===== config.mk =====
export PLATFORM = sky130hd
export DESIGN_NAME = psum_ctrl
export DESIGN_NICKNAME = d
export VERILOG_FILES = /design/src/rtl/psum_ctrl.sv
export SDC_FILE = /design/constraint.sdc
export NUM_CORES = 1
export LEC_CHECK = 0
export ABC_AREA = 1
export BUFFER_PORTS_ARGS = -buffer_cell sky130_fd_sc_hd__buf_4
export CAP_MARGIN = 10
export CORE_MARGIN = 3
export CORE_UTILIZATION = 40
export CTS_CLUSTER_DIAMETER = 30
export DETAILED_ROUTE_END_ITERATION = 10
export PLACE_DENSITY_LB_ADDON = 0.15
export SLEW_MARGIN = 20
export SYNTH_ARGS = -nofsm -noshare
export SYNTH_HDL_FRONTEND = slang
export SYNTH_SLANG_ARGS = --single-unit

===== constraint.sdc =====
create_clock -name clk -period 2 [get_ports clk]
set_input_delay 0.2 -clock clk [delete_from_list [all_inputs] [get_ports clk]]
set_output_delay 0.2 -clock clk [all_outputs]
set_load 0.1 [all_outputs]

===== src/rtl/psum_ctrl.sv =====
`default_nettype none
// ============================================================================
// Module   : psum_ctrl
// Purpose  : Sequencer for the ping-pong partial-sum buffer (init, accumulate,
//            role swap, drain with zero refill, flush).
// Revision : 1.0
// ============================================================================
module psum_ctrl #(
    parameter int DEPTH    = 61,
    parameter int CNT_W    = 8,
    parameter int PIPE_LAT = 3
) (
    input  logic             clk,
    input  logic             rst,
    input  logic             start,
    input  logic [CNT_W-1:0] cfg_row_len,
    input  logic [CNT_W-1:0] cfg_num_pass,
    input  logic [CNT_W-1:0] cfg_num_rows,
    input  logic             pe_valid,
    output logic             pe_ready,
    input  logic             ext_stall,
    output logic             p_init,
    output logic             p_valid_data,
    output logic             p_write_zero,
    output logic             odd_cnt,
    output logic             psum_stall,
    output logic             busy,
    output logic             done
);

    localparam logic [2:0] c_IDLE  = 3'd0;
    localparam logic [2:0] c_INIT  = 3'd1;
    localparam logic [2:0] c_SWAP  = 3'd2;
    localparam logic [2:0] c_RUN   = 3'd3;
    localparam logic [2:0] c_DRAIN = 3'd4;
    localparam logic [2:0] c_FLUSH = 3'd5;
    localparam logic [2:0] c_DONE  = 3'd6;

    localparam logic [1:0] c_D_WAIT = 2'd0;
    localparam logic [1:0] c_D_TOG  = 2'd1;
    localparam logic [1:0] c_D_WZ   = 2'd2;

    localparam logic [CNT_W-1:0] c_MAX_LEN = CNT_W'(DEPTH);
    localparam logic [CNT_W-1:0] c_MIN_LEN = CNT_W'(4);
    localparam logic [CNT_W-1:0] c_LAT     = CNT_W'(PIPE_LAT);
    localparam logic [CNT_W-1:0] c_ONE     = CNT_W'(1);

    logic [2:0]       r_state;
    logic [2:0]       w_next_state;
    logic [1:0]       r_dphase;
    logic [CNT_W-1:0] r_row_len;
    logic [CNT_W-1:0] r_num_pass;
    logic [CNT_W-1:0] r_num_rows;
    logic [CNT_W-1:0] r_col_cnt;
    logic [CNT_W-1:0] r_pass_cnt;
    logic [CNT_W-1:0] r_row_cnt;
    logic             r_odd;

    logic w_cfg_ok;
    logic w_stall;
    logic w_adv;
    logic w_accept;
    logic w_col_last;
    logic w_pass_last;
    logic w_row_more;
    logic w_lat_last;
    logic w_flush_last;

    assign w_cfg_ok = (cfg_row_len >= c_MIN_LEN) && (cfg_row_len <= c_MAX_LEN) &&
                      (cfg_num_pass != '0) && (cfg_num_rows != '0);

    assign w_stall      = ext_stall | ((r_state == c_RUN) & ~pe_valid);
    assign w_adv        = ~w_stall;
    assign w_accept     = (r_state == c_RUN) & w_adv;
    assign w_col_last   = (r_col_cnt == r_row_len - c_ONE);
    assign w_pass_last  = (r_pass_cnt == r_num_pass - c_ONE);
    assign w_row_more   = ((r_row_cnt + c_ONE) < r_num_rows);
    assign w_lat_last   = (r_col_cnt == c_LAT - c_ONE);
    assign w_flush_last = (r_col_cnt == c_LAT);

    always_ff @(posedge clk) begin
        if (rst) begin
            r_state <= c_IDLE;
        end else begin
            r_state <= w_next_state;
        end
    end

    always_comb begin
        w_next_state = r_state;
        case (r_state)
            c_IDLE:  if (start && w_cfg_ok) w_next_state = c_INIT;
            c_INIT:  if (w_adv && w_col_last) w_next_state = c_SWAP;
            c_SWAP:  if (w_adv) w_next_state = c_RUN;
            c_RUN: begin
                if (w_adv && w_col_last && w_pass_last) begin
                    w_next_state = w_row_more ? c_SWAP : c_DRAIN;
                end
            end
            c_DRAIN: if (w_adv && (r_dphase == c_D_WZ) && w_col_last) w_next_state = c_FLUSH;
            c_FLUSH: if (w_adv && w_flush_last) w_next_state = c_DONE;
            c_DONE:  w_next_state = c_IDLE;
            default: w_next_state = c_IDLE;
        endcase
    end

    // Counters, shadow config and FIFO role bit; odd_cnt survives between jobs.
    always_ff @(posedge clk) begin
        if (rst) begin
            r_dphase   <= c_D_WAIT;
            r_row_len  <= '0;
            r_num_pass <= '0;
            r_num_rows <= '0;
            r_col_cnt  <= '0;
            r_pass_cnt <= '0;
            r_row_cnt  <= '0;
            r_odd      <= 1'b0;
        end else begin
            case (r_state)
                c_IDLE: begin
                    if (start && w_cfg_ok) begin
                        r_row_len  <= cfg_row_len;
                        r_num_pass <= cfg_num_pass;
                        r_num_rows <= cfg_num_rows;
                        r_col_cnt  <= '0;
                        r_pass_cnt <= '0;
                        r_row_cnt  <= '0;
                        r_dphase   <= c_D_WAIT;
                    end
                end
                c_INIT: begin
                    if (w_adv) r_col_cnt <= w_col_last ? '0 : r_col_cnt + c_ONE;
                end
                c_SWAP: begin
                    if (w_adv) begin
                        r_odd      <= ~r_odd;
                        r_col_cnt  <= '0;
                        r_pass_cnt <= '0;
                    end
                end
                c_RUN: begin
                    if (w_adv) begin
                        if (w_col_last) begin
                            r_col_cnt <= '0;
                            if (w_pass_last) begin
                                r_pass_cnt <= '0;
                                r_row_cnt  <= r_row_cnt + c_ONE;
                                r_dphase   <= c_D_WAIT;
                            end else begin
                                r_pass_cnt <= r_pass_cnt + c_ONE;
                            end
                        end else begin
                            r_col_cnt <= r_col_cnt + c_ONE;
                        end
                    end
                end
                c_DRAIN: begin
                    if (w_adv) begin
                        case (r_dphase)
                            c_D_WAIT: begin
                                if (w_lat_last) begin
                                    r_col_cnt <= '0;
                                    r_dphase  <= c_D_TOG;
                                end else begin
                                    r_col_cnt <= r_col_cnt + c_ONE;
                                end
                            end
                            c_D_TOG: begin
                                r_odd    <= ~r_odd;
                                r_dphase <= c_D_WZ;
                            end
                            default: r_col_cnt <= w_col_last ? '0 : r_col_cnt + c_ONE;
                        endcase
                    end
                end
                c_FLUSH: begin
                    if (w_adv) r_col_cnt <= r_col_cnt + c_ONE;
                end
                default: r_col_cnt <= '0;
            endcase
        end
    end

    // Pass 0 of every row after the first drains the previous row's FIFO.
    always_comb begin
        pe_ready     = (r_state == c_RUN) & ~ext_stall;
        p_init       = (r_state == c_INIT);
        p_valid_data = w_accept;
        p_write_zero = (w_accept && (r_pass_cnt == '0) && (r_row_cnt != '0)) ||
                       ((r_state == c_DRAIN) && (r_dphase == c_D_WZ));
        odd_cnt      = r_odd;
        psum_stall   = w_stall;
        busy         = (r_state != c_IDLE);
        done         = (r_state == c_DONE);
    end

endmodule
`default_nettype wire


After elaboration in Yosys (flattened, before gate mapping)

Index checks and enable logic that the tools add are counted.

$add $sub $neg: 5
Reduce and logical (&&, ||, !) cells: 32
Bitwise operators: 8
Mux-type cells: 37
Order comparisons: 3
Equal/unequal tests: 28

Operators by type and width:

| cell                  | count |
|---|---|
| $mux W8               | 13 |
| $pmux W8 S5           | 1 |
| $pmux W8 S2           | 2 |
| $add A8 B1 Y8 const B | 3 |
| $ne A2 B2 Y1 const B  | 12 |
| $pmux W8 S3           | 1 |
| $reduce_bool A8 Y1    | 3 |
| $mux W3               | 7 |
| $pmux W3 S6           | 1 |
| $eq A8 B2 Y1 const B  | 2 |
| $eq A8 B8 Y1          | 2 |
| $sub A8 B1 Y8 const B | 2 |
| $logic_and A1 B1 Y1   | 12 |
| $mux W2               | 6 |
| $reduce_and A6 Y1     | 2 |
| $reduce_and A5 Y1     | 2 |
| $eq A3 B3 Y1 const B  | 3 |
| $reduce_bool A3 Y1    | 3 |
| $ge A8 B3 Y1 const B  | 1 |
| $le A8 B6 Y1 const B  | 1 |
| $logic_not A8 Y1      | 1 |
| $lt A8 B8 Y1          | 1 |
| $reduce_and A8 Y1     | 1 |
| $eq A3 B2 Y1 const B  | 2 |
| other kinds (20)      | 29 |

Logic and storage cells: 122
Output and inout bits: 8
Input bits: 29
Register bits: 54

Longest topological paths before layout

Depth in word-level cells: 8
Mapped depth: 18
Gate-level depth less buffers: 17

Worst setup path before layout

No wires, ideal clock.

Kind: register -> output
Start point: register r_state[2]
End point: output p_write_zero
Data required time: 1800 ps
Arrival: 3461 ps
Path slack: -1661 ps
Path buffers: 0
Cell stages (with the launch flop): 7
Path through: dfxtp_1 > nor2_4 > nand2_2 > o21bai_4 > nor2_1 > nand3_1 > o21ai_0

Cells in the longest elaborated chain, start to end: 8
Elaborated cells between the ends (all ways): 10
Those cells by class: eq/ne (2); bitwise (4); reduce/logical (4)

RTL lines:

| element                           | RTL line | source |
|---|---|---|
| from (decl)                       | 48       | `logic [2:0] r_state;` |
| from (signal assigned)            | 83       | `r_state <= c_IDLE;` |
| from (signal assigned)            | 85       | `r_state <= w_next_state;` |
| $eq A3 B2 Y1                      | 72       | `assign w_stall = ext_stall \| ((r_state == c_RUN) & ~pe_valid);` |
| $and A1 B1 Y1                     | 72       |  |
| $or A1 B1 Y1                      | 72       |  |
| net psum_stall                    | 26       | `output logic psum_stall,` |
| $not A1 Y1                        | 73       | `assign w_adv = ~w_stall;` |
| $and A1 B1 Y1                     | 74       | `assign w_accept = (r_state == c_RUN) & w_adv;` |
| net p_valid_data                  | 23       | `output logic p_valid_data,` |
| $logic_and A1 B1 Y1 (2 in series) | 189      | `p_write_zero = (w_accept && (r_pass_cnt == '0) && (r_row_cnt != '0)) \|\|` |
| $logic_or A1 B1 Y1                | 189      |  |
| to (decl)                         | 24       | `output logic p_write_zero,` |

The timed path passes the listed nets, and every way through them passes these cells.

Final worst setup path

Start point: register r_row_cnt[0]
End point: register r_state[2]

Cells in the longest elaborated chain, start to end: 5

RTL lines:

| element                | RTL line | source |
|---|---|---|
| from (decl)            | 56       | `logic [CNT_W-1:0] r_row_cnt;` |
| from (signal assigned) | 147      | `r_row_cnt <= r_row_cnt + c_ONE;` |
| $add A8 B1 Y8          | 77       | `assign w_row_more = ((r_row_cnt + c_ONE) < r_num_rows);` |
| $lt A8 B8 Y1           | 77       |  |
| $mux W3                | 97       | `w_next_state = w_row_more ? c_SWAP : c_DRAIN;` |
| $mux W3                | 96       | `if (w_adv && w_col_last && w_pass_last) begin` |
| $pmux W3 S6            | 91       | `case (r_state)` |

No other way between the ends. The select of a mux whose other input is x is not followed.
A chain may end at the register's enable or synchronous reset.

==> results.cfg <==
[global_route]
grt_max_degree = 45
gr-total-overflow = 0
grt_usage = 0.180
gr-max-usage-layer = met2
grt_pass1_vias = 3389
antenna_found_initial = 0
met2_usage = 0.296
use_met1 = 0.249
grt_first_pass_wirelength_mm = 15.1
use_met3 = 0.0242

[logic_synthesis]
synthFlopType = dfxtp_1
ys_ff_latch = 54
seq_area_frac_synth = 0.299
postSynth.asyncResetShare = 0
synth_edf_count = 0
syn_nets = 624
synth_area_um2 = 3620
syn_area_per_cell_um2 = 6.24
postSynthCellCount = 580
ys_warn_count = 0
ys_types = 33

[clocking]
cts_max_level = 2
clk_latency_ns = 0.31
cts_buffers = 5
cts_sinks = 54
cts-root-buf = clkbuf_8
clkSlewWorstSetupHoldPaths_ns = 0.11
cts_buffer_depth = 2
cts-hold-fix-buffers = 0
cts_tree = built

[worst_setup_path]
arrival_ns = 2.31
cp.required_ns = 2.20
rr_worst_depth = 13
crit_path_end = r_state[2]
reg2reg_slack_ns = -0.11
crit_start = r_row_cnt[0]
r2r_end = r_state[2]
end_kind = flip-flop
worstReg2RegStart = r_row_cnt[0]
critical_path_class = reg -> reg
path_max_fanout = 3
start_kind = flip-flop

[place]
io_buffers = 36
place.gp.congestion = 0.822
place_area_um2 = 4250
dp_hpwl_mm = 6.80

[outcome]
violations = negative setup slack
outcome = finished with violations

[hold_path]
hold_class = in -> reg

[cells_and_area]
seq_area_um2 = 1090
most-common-layout-cells = nand2_1 (146), nor2_1 (77), buf_4 (69)
syn_to_final_growth_pct = 29.7
multi_input_area_um2 = 2480
fin_nets = 694
num-fill-cells = 850
final_area_um2 = 4690
drive_gt1_frac = 0.241
final_common_cell = nand2_1
n_antenna_cell = 0

[floorplan]
rows = 34
die_y_um = 101
start_util = 0.413
fp.dieW_um = 101
ioPinCount = 37
coreArea_um2 = 8760
die_area_um2 = 10200

[run]
cap_violations = 0

[sta]
skew_ns = 0.0126
fin_ws_ns = -0.111
setup_tns_ns = -0.219
rsz0062_at_grt = yes
drv_slew = 0
worst_slew_pin_slew_ns = 0.310
final_hold_viol_count = 0
timing.fmax_mhz = 474
layout_min_cycle_time_ns = 2.11
slew_headroom = 0.792
setup_viol = 2
fin_crit_sh = 1.06

[power_and_ir_drop]
peakVddDrop_uv = 409
leakage_nw = 2.15
total_power_mw = 4.09
p_per_area_nw_per_um2 = 871

[routing]
via_per_inst = 4.89
drtIter0Drc = 132
wire_per_inst_um = 11.9
route.detailed.drc = 0
wl_mm = 9.06
drtPass1Iterations = 4
ant_nets = 0
vias = 3715
==> critical path: stages (launching register included) <==
cell	delay, ns
dfxtp_2	0.36
ha_1	0.16
nand2_1	0.05
inv_1	0.07
nand2_1	0.08
nor3_2	0.14
xor2_1	0.30
ha_1	0.31
nand2_1	0.07
o21a_1	0.13
buf_4	0.11
a21oi_2	0.04
o21ai_1	0.12
a21oi_1	0.05
==> cell type report <==
type                            count  share of cell area
Clock inverter                      3             0.00959
Sequential cell                    54               0.233
Inverter                           76              0.0632
Tap cell                          108              0.0288
Multi-Input combinational cell    440               0.529
Timing Repair Buffer               73               0.122
Clock buffer                        5              0.0147
==> synth_stat cells, types with 2 or more instances <==
| cell | n | area [µm²] |
|---|---|---|
| dfxtp_1 | 54 | 1080 |
| nand2_4 | 2 | 22.5 |
| nand2_2 | 4 | 25.0 |
| nand2_1 | 154 | 578 |
| ha_1 | 15 | 188 |
| nand4_1 | 6 | 37.5 |
| clkbuf_1 | 7 | 26.3 |
| xor2_1 | 20 | 175 |
| nor3_1 | 9 | 45.0 |
| a21oi_1 | 41 | 205 |
| nor4_1 | 2 | 12.5 |
| inv_2 | 4 | 15.0 |
| nand3_1 | 43 | 215 |
| inv_1 | 71 | 267 |
| nand3b_1 | 4 | 30.0 |
| nor2_2 | 6 | 37.5 |
| o21ai_0 | 37 | 185 |
| nor2_1 | 83 | 312 |
| xnor2_1 | 4 | 35.0 |
==> flip-flops by register name, indices dropped and copies added, names as in the netlist <==
register / flops
odd_cnt: 1
r_col_cnt: 8
r_dphase: 2
r_num_pass: 8
r_num_rows: 8
r_pass_cnt: 8
r_row_cnt: 8
r_row_len: 8
r_state: 3
==> metal layers <==
metal | part of all wire | routed length [µm] | up-vias
met3 | 0.032 | 288 | 11
met1 | 0.49 | 4420 | 1677
met5 | 0 | 0 | -
met4 | 0.014 | 129 | 0
met2 | 0.47 | 4220 | 49
li1 | - | - | 1978
==> through the flow <==
stage,util,hold WS (ns),std cells,setup slack [ns]
after floorplan,-,0.269,580,-0.149
after global placement,0.485,0.444,742,-0.0734
after detailed placement,0.485,0.447,742,-0.126
after CTS,0.508,0.120,753,-0.0890
after global routing,0.536,0.154,759,-0.265
final,0.536,0.134,759,-0.111
==> logic make-up (layout without fill, tap and decap cells) <==
family	after synthesis	count (layout)	synth area share
flops	54	54	0.299
fa+ha+maj	15	15	0.0518
xor+xnor	24	24	0.0581
simple gates	316	317	0.375
buf+inv	87	157	0.0937
compound gates	84	84	0.123
==> worst min path at each step <==
stage	slack [ns]	end	cells past startpoint	start
2_1_floorplan	0.27	r_state[1]	1	rst
3_3_place_gp	0.44	odd_cnt	1	odd_cnt
3_5_place_dp	0.45	odd_cnt	1	odd_cnt
4_1_cts	0.12	r_num_pass[7]	3	cfg_num_pass[7]
5_1_grt	0.15	r_num_rows[0]	3	cfg_num_rows[0]
6_report	0.13	r_num_pass[7]	3	cfg_num_pass[7]
==> repair_timing <==
action,CTS,global route
endpoints found under the setup margin,19,42
gates resized for setup,22,46
cloned,1,0
pin swaps,14,19
buffers inserted,2,6
==> report_power, final <==
| group | internal, mW | total [mW] | switching, mW |
|---|---|---|---|
| clock | 0.373 | 0.756 | 0.383 |
| combinational | 0.771 | 2.02 | 1.25 |
| sequential | 1.20 | 1.31 | 0.110 |
| total | 2.35 | 4.09 | 1.74 |
Power figures use the tool's default switching activity.
